$ cat config.mk
export PLATFORM = sky130hd
export DESIGN_NAME = fifo_sync_flags
export DESIGN_NICKNAME = d
export VERILOG_FILES = /design/src/rtl/fifo_sync_flags.sv
export SDC_FILE = /design/constraint.sdc
export NUM_CORES = 1
export LEC_CHECK = 0
export CAP_MARGIN = 15
export CELL_PAD_IN_SITES_DETAIL_PLACEMENT = 1
export CELL_PAD_IN_SITES_GLOBAL_PLACEMENT = 1
export CORE_MARGIN = 4
export CORE_UTILIZATION = 57
export CTS_CLUSTER_DIAMETER = 30
export CTS_CLUSTER_SIZE = 25
export DETAILED_ROUTE_END_ITERATION = 12
export HOLD_SLACK_MARGIN = 0.02
export PLACE_DENSITY = 0.92
export SYNTH_ARGS = -nofsm -noshare
export SYNTH_HDL_FRONTEND = slang
export SYNTH_SLANG_ARGS = --single-unit
$ cat constraint.sdc
create_clock -name clk -period 13.79 [get_ports clk]
set_input_delay 2.0685 -clock clk [delete_from_list [all_inputs] [get_ports clk]]
set_output_delay 2.0685 -clock clk [all_outputs]
set_load 0.03 [all_outputs]
$ cat src/rtl/fifo_sync_flags.sv
// ---------------------------------------------------------------------------
// fifo_sync_flags
//
// Single-clock elastic FIFO with occupancy count, programmable almost-full /
// almost-empty thresholds and sticky overflow / underflow error flags.
// Read data is registered (one cycle latency) and qualified by valid_out.
//
// Parameters
//   DATA_W     data word width (>= 1)
//   DEPTH      number of entries (>= 2, need not be a power of two)
//   AFULL_TH   almost_full  when count >= AFULL_TH  (1..DEPTH)
//   AEMPTY_TH  almost_empty when count <= AEMPTY_TH (0..DEPTH-1)
//
// Ports
//   clk          rising-edge clock
//   rst          synchronous active-high reset, overrides everything
//   en           global enable; 0 freezes all state and ignores requests
//   we / data_in write request and write data
//   re           read request
//   data_out     registered read data (holds when no read is accepted)
//   valid_out    1-cycle strobe: data_out was updated by the last edge
//   count        occupancy 0..DEPTH
//   Empty, Full, almost_empty, almost_full  decodes of registered count
//   overflow     sticky: a write was rejected
//   underflow    sticky: a read was rejected
//   clr_err      clears overflow/underflow (a new error in the same cycle wins)
// ---------------------------------------------------------------------------
module fifo_sync_flags #(
  parameter int DATA_W    = 32,
  parameter int DEPTH     = 16,
  parameter int AFULL_TH  = DEPTH - 2,
  parameter int AEMPTY_TH = 2,
  localparam int CW = $clog2(DEPTH + 1),
  localparam int AW = (DEPTH > 2) ? $clog2(DEPTH) : 1
) (
  input  logic              clk,
  input  logic              rst,
  input  logic              en,
  input  logic              we,
  input  logic [DATA_W-1:0] data_in,
  input  logic              re,
  output logic [DATA_W-1:0] data_out,
  output logic              valid_out,
  output logic [CW-1:0]     count,
  output logic              Empty,
  output logic              Full,
  output logic              almost_empty,
  output logic              almost_full,
  output logic              overflow,
  output logic              underflow,
  input  logic              clr_err
);

  localparam logic [CW-1:0] DEPTH_C  = CW'(DEPTH);
  localparam logic [CW-1:0] AFULL_C  = CW'(AFULL_TH);
  localparam logic [CW-1:0] AEMPTY_C = CW'(AEMPTY_TH);
  localparam logic [AW-1:0] LAST_PTR = AW'(DEPTH - 1);

  // Storage: no reset so it maps onto block RAM.
  logic [DATA_W-1:0] mem [DEPTH];

  logic [AW-1:0]     rd_ptr_reg, rd_ptr_next;
  logic [AW-1:0]     wr_ptr_reg, wr_ptr_next;
  logic [CW-1:0]     count_reg, count_next;
  logic [DATA_W-1:0] data_out_reg;
  logic              valid_out_reg;
  logic              overflow_reg, overflow_next;
  logic              underflow_reg, underflow_next;
  logic              rd_ok, wr_ok;

  always_comb begin
    // Acceptance uses the pre-edge count. A write into a full FIFO is
    // accepted only when a read frees a slot in the same cycle.
    rd_ok = en && re && (count_reg != '0);
    wr_ok = en && we && ((count_reg != DEPTH_C) || rd_ok);

    // Explicit wrap compare keeps non-power-of-two depths correct.
    rd_ptr_next = rd_ptr_reg;
    if (rd_ok) begin
      rd_ptr_next = (rd_ptr_reg == LAST_PTR) ? '0 : rd_ptr_reg + AW'(1);
    end

    wr_ptr_next = wr_ptr_reg;
    if (wr_ok) begin
      wr_ptr_next = (wr_ptr_reg == LAST_PTR) ? '0 : wr_ptr_reg + AW'(1);
    end

    count_next = count_reg;
    case ({wr_ok, rd_ok})
      2'b10:   count_next = count_reg + CW'(1);
      2'b01:   count_next = count_reg - CW'(1);
      default: count_next = count_reg;
    endcase

    // Clear first, then set, so a fresh error in the clearing cycle survives.
    overflow_next  = overflow_reg;
    underflow_next = underflow_reg;
    if (en && clr_err) begin
      overflow_next  = 1'b0;
      underflow_next = 1'b0;
    end
    if (en && we && !wr_ok) begin
      overflow_next = 1'b1;
    end
    if (en && re && !rd_ok) begin
      underflow_next = 1'b1;
    end
  end

  always_ff @(posedge clk) begin
    if (rst) begin
      rd_ptr_reg    <= '0;
      wr_ptr_reg    <= '0;
      count_reg     <= '0;
      data_out_reg  <= '0;
      valid_out_reg <= 1'b0;
      overflow_reg  <= 1'b0;
      underflow_reg <= 1'b0;
    end else begin
      rd_ptr_reg    <= rd_ptr_next;
      wr_ptr_reg    <= wr_ptr_next;
      count_reg     <= count_next;
      valid_out_reg <= rd_ok;
      overflow_reg  <= overflow_next;
      underflow_reg <= underflow_next;
      // When full with a simultaneous read/write, rd_ptr == wr_ptr; the
      // registered read sees the old word, so the oldest entry is returned.
      if (rd_ok) begin
        data_out_reg <= mem[rd_ptr_reg];
      end
    end
  end

  always_ff @(posedge clk) begin
    if (wr_ok && !rst) begin
      mem[wr_ptr_reg] <= data_in;
    end
  end

  assign data_out     = data_out_reg;
  assign valid_out    = valid_out_reg;
  assign count        = count_reg;
  assign Empty        = (count_reg == '0);
  assign Full         = (count_reg == DEPTH_C);
  assign almost_empty = (count_reg <= AEMPTY_C);
  assign almost_full  = (count_reg >= AFULL_C);
  assign overflow     = overflow_reg;
  assign underflow    = underflow_reg;

endmodule

After elaboration in Yosys (flattened, before gate mapping)

Memories as Yosys holds them, arrays and structs flattened. A register that Yosys moved wholly into a read port is not among the register bits.
Cells that the tools add are included.

Bits in latches: 0
Logic and storage cells: 44
Bits in registers: 16
Memories kept: 1
RAM bits: 512
Bits in read-only memories: 0
Output and inout port bits: 44

Memories:

| memory | depth | width | read ports | clocked after Yosys merged registers in | wr ports | line | text |
|---|---|---|---|---|---|---|---|
| mem    | 16    | 32    | 1          | 1                                       | 1        | 60   | `logic [DATA_W-1:0] mem [DEPTH];` |

Order comparisons: 2
$add $sub $neg: 4
Equality and inequality tests: 6
Muxes and demuxes: 8
Divide/modulo/power cells: 0
Bitwise logic cells: 0
Reductions and logical operators: 17
Shift operators: 0
Multipliers: 0

Operator list:

| cell                                                                                | count |
|---|---|
| 5-bit case mux with 2 select lines                                                  | 1 |
| 4-bit by 1-bit adder with 4-bit output, second input constant                       | 2 |
| 4-bit equality test, second input constant                                          | 2 |
| 1-bit logical AND                                                                   | 8 |
| 4-bit two-way mux                                                                   | 2 |
| 2-bit nonzero test                                                                  | 3 |
| 5-bit by 1-bit adder with 5-bit output, second input constant                       | 1 |
| 5-bit equality test, second input constant                                          | 1 |
| 5-bit by 4-bit greater-or-equal comparator with 1-bit output, second input constant | 1 |
| 5-bit by 2-bit less-or-equal comparator with 1-bit output, second input constant    | 1 |
| 5-bit logical NOT                                                                   | 1 |
| 1-bit two-way mux                                                                   | 5 |
| 5-bit != test, second input constant                                                | 1 |
| 5-bit nonzero test                                                                  | 1 |
| 5-bit by 1-bit subtractor with 5-bit output, second input constant                  | 1 |
| 1-bit logical NOT                                                                   | 3 |
| 2-bit by 1-bit equality test with 1-bit output, second input constant               | 1 |
| 2-bit equality test, second input constant                                          | 1 |
| 1-bit logical OR                                                                    | 1 |

Depth between registers and ports, before layout

Depth after elaboration: 7
Depth in mapped cells: 9
Depth with buffers taken out: 8

Worst setup path before layout

Ideal clock, no wire load.

Path type: input to register
From: input en
To: memory mem[0][0] (enable)
Cell stages on the path: 3
Slack: 7751 ps
Arrival time: 5538 ps
Required time: 13288 ps
Path through: and2_1 > o21ai_1 > nor4_1

Word-level cells in the longest chain between the ends: 7
Elaborated cells between the ends (all ways): 8

RTL lines:

| element                                   | line | text |
|---|---|---|
| start: declaration                        | 38   | `input logic en,` |
| 1-bit logical AND (2 in series)           | 74   | `rd_ok = en && re && (count_reg != '0);` |
| 1-bit logical OR                          | 75   | `wr_ok = en && we && ((count_reg != DEPTH_C) \|\| rd_ok);` |
| 1-bit logical AND *                       | 75   |  |
| 1-bit logical AND *                       | 135  | `if (wr_ok && !rst) begin` |
| 1-bit two-way mux *                       | 135  |  |
| 1-bit two-way mux (not written as such) * | 136  | `mem[wr_ptr_reg] <= data_in;` |
| end: declaration                          | 60   |  |

Mark *: on every way between the ends. The rest lies on a longest branch, timed or not.

Worst setup path after layout

From: input en
To: register count_reg[4], in the netlist count[4]

Word-level cells in the longest chain between the ends: 6
Elaborated cells between the ends (all ways): 9

RTL lines:

| element                                                                                      | line | text |
|---|---|---|
| 1-bit logical AND (2 in series)                                                              | 74   |  |
| 1-bit logical OR                                                                             | 75   |  |
| 1-bit logical AND                                                                            | 75   |  |
| 2-bit by 1-bit equality test with 1-bit output / 2-bit equality test (equally long branches) | 89   | `case ({wr_ok, rd_ok})` |
| 5-bit case mux with 2 select lines / 2-bit nonzero test (equally long branches)              | --   |  |
| end signal: assignment                                                                       | 122  | `count_reg <= count_next;` |
| end: declaration                                                                             | 64   | `logic [CW-1:0] count_reg, count_next;` |

Several ways; a longest one is shown, not always the timed one.
A chain may end at the register's enable or synchronous reset.

==> flow_results.org <==
** Drt
- Final ANT Viol Nets :: 0
- First-iteration detailed-routing DRC count :: around 1500
- Avg WL per Cell :: roughly 36 µm
- DRC errors left :: 0
- Wires add up to 63.2 mm.
- The final route contains between 10000 and 15000 vias.
- Number of vias per cell :: 6.90
- Before antenna repair, the detailed router went through 5 iterations.

** GRT
- Global-route met2 utilization :: between 50% and 60%
- Entering global routing, the biggest net connects 61 pins.
- Busiest layer in global routing :: met2
- The via count of the first global-routing pass was 12935.
- GR met3 Demand/Resource :: 6.24%
- GRT Util Overall :: 31.3%
- Met1 global-route usage :: 42.0%
- Global route overflow :: 0
- The first global-routing pass estimated 92.7 mm of wire.
- The initial antenna violation count was 0.

** Floorplanning
- The die is 202 µm wide.
- The initial utilization of the core area, before any placement, comes to between 50% and 60%.
- 82 I/O pins were placed.
- FP Rows :: 70
- The floorplan step defined a die boundary enclosing roughly 41000 µm².
- Measured along the y axis, the die boundary spans 202 µm.
- Std-Cell Core Area :: 36800 µm²

** Finish
- Fill cells in the final layout number 2856.
- Area used by multi-input combinational logic :: between 4000 and 5000 µm²
- Sequential Area :: approximately 16000 µm²
- # diodes :: 0
- Area added between synthesis and finish :: 23.4%
- The final layout contains 1249 nets.
- Of the cells placed in the final design, the portion with a size suffix greater than 1 is 25.9%.
- The count of cells in the finished layout, fillers not included, comes to 1756.
- The register with the most flip-flops in the layout has 512 of them.

** Power
- Power spread over the standard cell area amounts to 179 nW/µm².
- Net switching is 22.9% of the power.
- Per report_power, the clock group accounts for 56.2% of the total.
- In this run, the combinational gates consume about 4% of the power.
- In this run the static leakage power is 8.30 nW.
- Seq pwr share :: 39.8%
- Cell internal power was estimated by the tool at 3.65 mW.
- Maximum vdd drop :: 120 µV
- In this run the power spent charging and discharging nets is 1.09 mW.

** Critical path
- Worst EP arrival :: 5.25 ns
- STA puts the critical path data required time at 14.33 ns.
- CP Capture Type :: register
- Critical path start-end classification :: in2reg
- Along the worst path, the maximum fanout reaches 14.
- STA classifies the critical path startpoint as an input port.
- R2R cell count :: 8

** CTS
- CTS tree :: built
- Post-CTS repair changed the size of 0 cells.
- CTS placed an instance of sky130_fd_sc_hd__clkbuf_16 at the clock tree root.
- Clock buffer depth :: 3
- CTS saw 560 sinks.
- The number of setup buffers added after CTS is 0.
- Clock tree synthesis inserted a total of slightly below 100 buffers.
- Clock transition time at the flip-flop clock pins of the worst setup and hold paths :: around 0.050 ns
- H-tree depth :: 3
- Clock latency at the later pin of the worst-skew pair :: about 0.64 ns
- Number of hold buffers added after CTS :: 0

** Yosys
- Summing the sequential cell areas from Yosys gives approximately 76% of the chip area.
- In the synthesized netlist the dominant register cell turns out to be sky130_fd_sc_hd__edfxtp_1.
- The biggest area contributor in the post-synthesis netlist is sky130_fd_sc_hd__edfxtp_1.
- Synth Area in Compound Gates :: 6.01%
- Share of synthesized registers carrying an async set or reset :: 0%
- The Yosys step of the flow raised 0 warnings.
- The top cell type by area accounts for 71.9% of the synthesized area.
- Simple-gate share of the synthesized area :: approximately 2.2%
- The synthesized netlist occupies a cell area of 21400 µm².
- When the netlist entered floorplanning its net count stood at 1114.
- Flops & latches, synth :: 560
- Multiplexer cells account for 13.2% of the synthesized area.
- Post-Synth Adder-Cell Area :: 0.562%
- The synthesized design contains just over 500 enable-type register cells.
- Average instance area after synthesis :: 20.0 µm²
- Top cell types by occurrence after synthesis :: 512 x sky130_fd_sc_hd__edfxtp_1, 96 x sky130_fd_sc_hd__mux4_2, 65 x sky130_fd_sc_hd__mux2i_1, 49 x sky130_fd_sc_hd__nor2_1, 48 x sky130_fd_sc_hd__dfxtp_1
- Synthesized instance count :: ~1100
- Post-synthesis share of cell area spent on xor and xnor gates :: less than 1%
- Largest cells by area after synthesis :: sky130_fd_sc_hd__edfxtp_1 72%, sky130_fd_sc_hd__mux4_2 10%, sky130_fd_sc_hd__dfxtp_1 4.5%
- Count of cell types in the netlist :: 46
- Cell with the most instances after synthesis :: sky130_fd_sc_hd__edfxtp_1
- Largest family of logic cells by synthesized area :: multiplexers

** Place
- Final weighted congestion in routability-driven placement :: 0.753
- Detail Placement HPWL :: 28.3 mm
- Cell count after placement :: 1566
- Buffers added on ports :: 81

** Worst hold path
- Number of stages on the worst hold path :: 2
- Kind of path behind the tightest hold check :: reg2reg

** Timing
- The worst path uses 34.2% of the clock period.
- The number of hold violations in the final report is 0.
- Number of failing setup endpoints in the final timing report :: 0
- Setup repair after global routing left no endpoint under its margin.
- Relative slew slack :: 17.2%
- Min Tclk post-route :: 4.71 ns
- Worst setup skew after layout :: roughly 0.025 ns
- Summed over all failing endpoints, the final setup total negative slack is 0 ns.
- Fmax :: 212 MHz
- Count of final max-slew check failures :: 0
- At the pin with the least slew margin, the transition time is 1.24 ns.

** Run
- Number of violations of the max-capacitance limit :: 0

** Run status
- Run status :: finished, final reports clean
[through the flow]
step	instance area (µm²)	hold slack, ns	worst slack (ns)	utilization, %	power, mW
after floorplan	21400	0.493	7.75	-	2.02
after global placement	22700	0.489	8.89	61.7	2.08
after detailed placement	22700	0.497	8.68	61.7	2.10
after CTS	26300	0.505	9.10	71.5	4.75
after global routing	26400	0.533	8.80	71.7	4.85
final	26400	0.503	9.08	71.7	4.73
[kinds of logic after synthesis]
group | Yosys count
buffers and inverters | 68
muxes | 161
AOI/OAI and AO/OA | 167
and+or+nand+nor | 99
DFF | 560
adders and majority gates | 9
xor gates and xnor gates | 3
[final cells by class]
| cell class | count | share of cell area [%] |
|---|---|---|
| multi-input combinational | 439 | 18.4 |
| tap | 468 | 2.22 |
| timing repair buffer | 99 | 3.81 |
| clock buffer | 111 | 9.59 |
| sequential | 560 | 62.0 |
| clock inverter | 75 | 3.99 |
| inverter | 4 | 0.0569 |
[cell usage in the layout, fill, tap and decap left out, types with 3 or more instances in the layout]
cell,count
sky130_fd_sc_hd__mux2i_1,65
sky130_fd_sc_hd__clkinv_1,3
sky130_fd_sc_hd__clkinvlp_4,13
sky130_fd_sc_hd__edfxtp_1,512
sky130_fd_sc_hd__nand2_1,11
sky130_fd_sc_hd__clkinv_2,10
sky130_fd_sc_hd__a311oi_2,18
sky130_fd_sc_hd__nand2b_1,7
sky130_fd_sc_hd__clkbuf_8,3
sky130_fd_sc_hd__clkdlybuf4s50_1,80
sky130_fd_sc_hd__nand3b_1,5
sky130_fd_sc_hd__nand3_1,7
sky130_fd_sc_hd__a21oi_1,33
sky130_fd_sc_hd__dfxtp_1,45
sky130_fd_sc_hd__buf_4,14
sky130_fd_sc_hd__a311oi_1,8
sky130_fd_sc_hd__and2_1,3
sky130_fd_sc_hd__inv_1,4
sky130_fd_sc_hd__a211oi_1,20
sky130_fd_sc_hd__a22oi_1,34
sky130_fd_sc_hd__clkinv_4,10
sky130_fd_sc_hd__nor2_1,40
sky130_fd_sc_hd__clkbuf_1,10
sky130_fd_sc_hd__nor3_2,4
sky130_fd_sc_hd__inv_6,14
sky130_fd_sc_hd__bufinv_16,19
sky130_fd_sc_hd__a21o_1,7
sky130_fd_sc_hd__mux4_2,96
sky130_fd_sc_hd__clkbuf_16,98
sky130_fd_sc_hd__nor2_4,9
sky130_fd_sc_hd__o22ai_1,32
sky130_fd_sc_hd__ha_1,8
sky130_fd_sc_hd__dfxtp_4,3
sky130_fd_sc_hd__nor4_2,4
[path summary, 6_finish.rpt]
kind | startpoint | endpoint | slack, ns
min reg2reg | data_out[30] | data_out[30] | 0.50
max reg2reg | count[0] | count[4] | 9.96
max | en | count[4] | 9.08
min | data_out[30] | data_out[30] | 0.50
[worst max-delay path, cell delays in order]
cell,delay [ns]
sky130_fd_sc_hd__clkdlybuf4s50_1,0.61
sky130_fd_sc_hd__and2_1,0.31
sky130_fd_sc_hd__o21ai_2,0.27
sky130_fd_sc_hd__nor2_1,0.40
sky130_fd_sc_hd__ha_1,0.36
sky130_fd_sc_hd__a21o_1,0.20
sky130_fd_sc_hd__a2111oi_0,0.61
sky130_fd_sc_hd__a311oi_1,0.14
sky130_fd_sc_hd__a311oi_1,0.27
[power by group through the flow]
stage | Combinational [mW] | Clock [mW] | Sequential [mW]
finish | 0.191 | 2.66 | 1.88
global route | 0.200 | 2.77 | 1.88
CTS | 0.190 | 2.68 | 1.88
detailed placement | 0.180 | 0 | 1.92
global placement | 0.169 | 0 | 1.92
floorplan | 0.0971 | 0 | 1.92
[routing by layer]
layer	share of wire [%]	wire length (µm)
met3	8.8	5580
met2	50	31400
met5	0	0
met4	4.2	2620
met1	37	23500
Note: power is estimated with default switching activity, not from simulation.
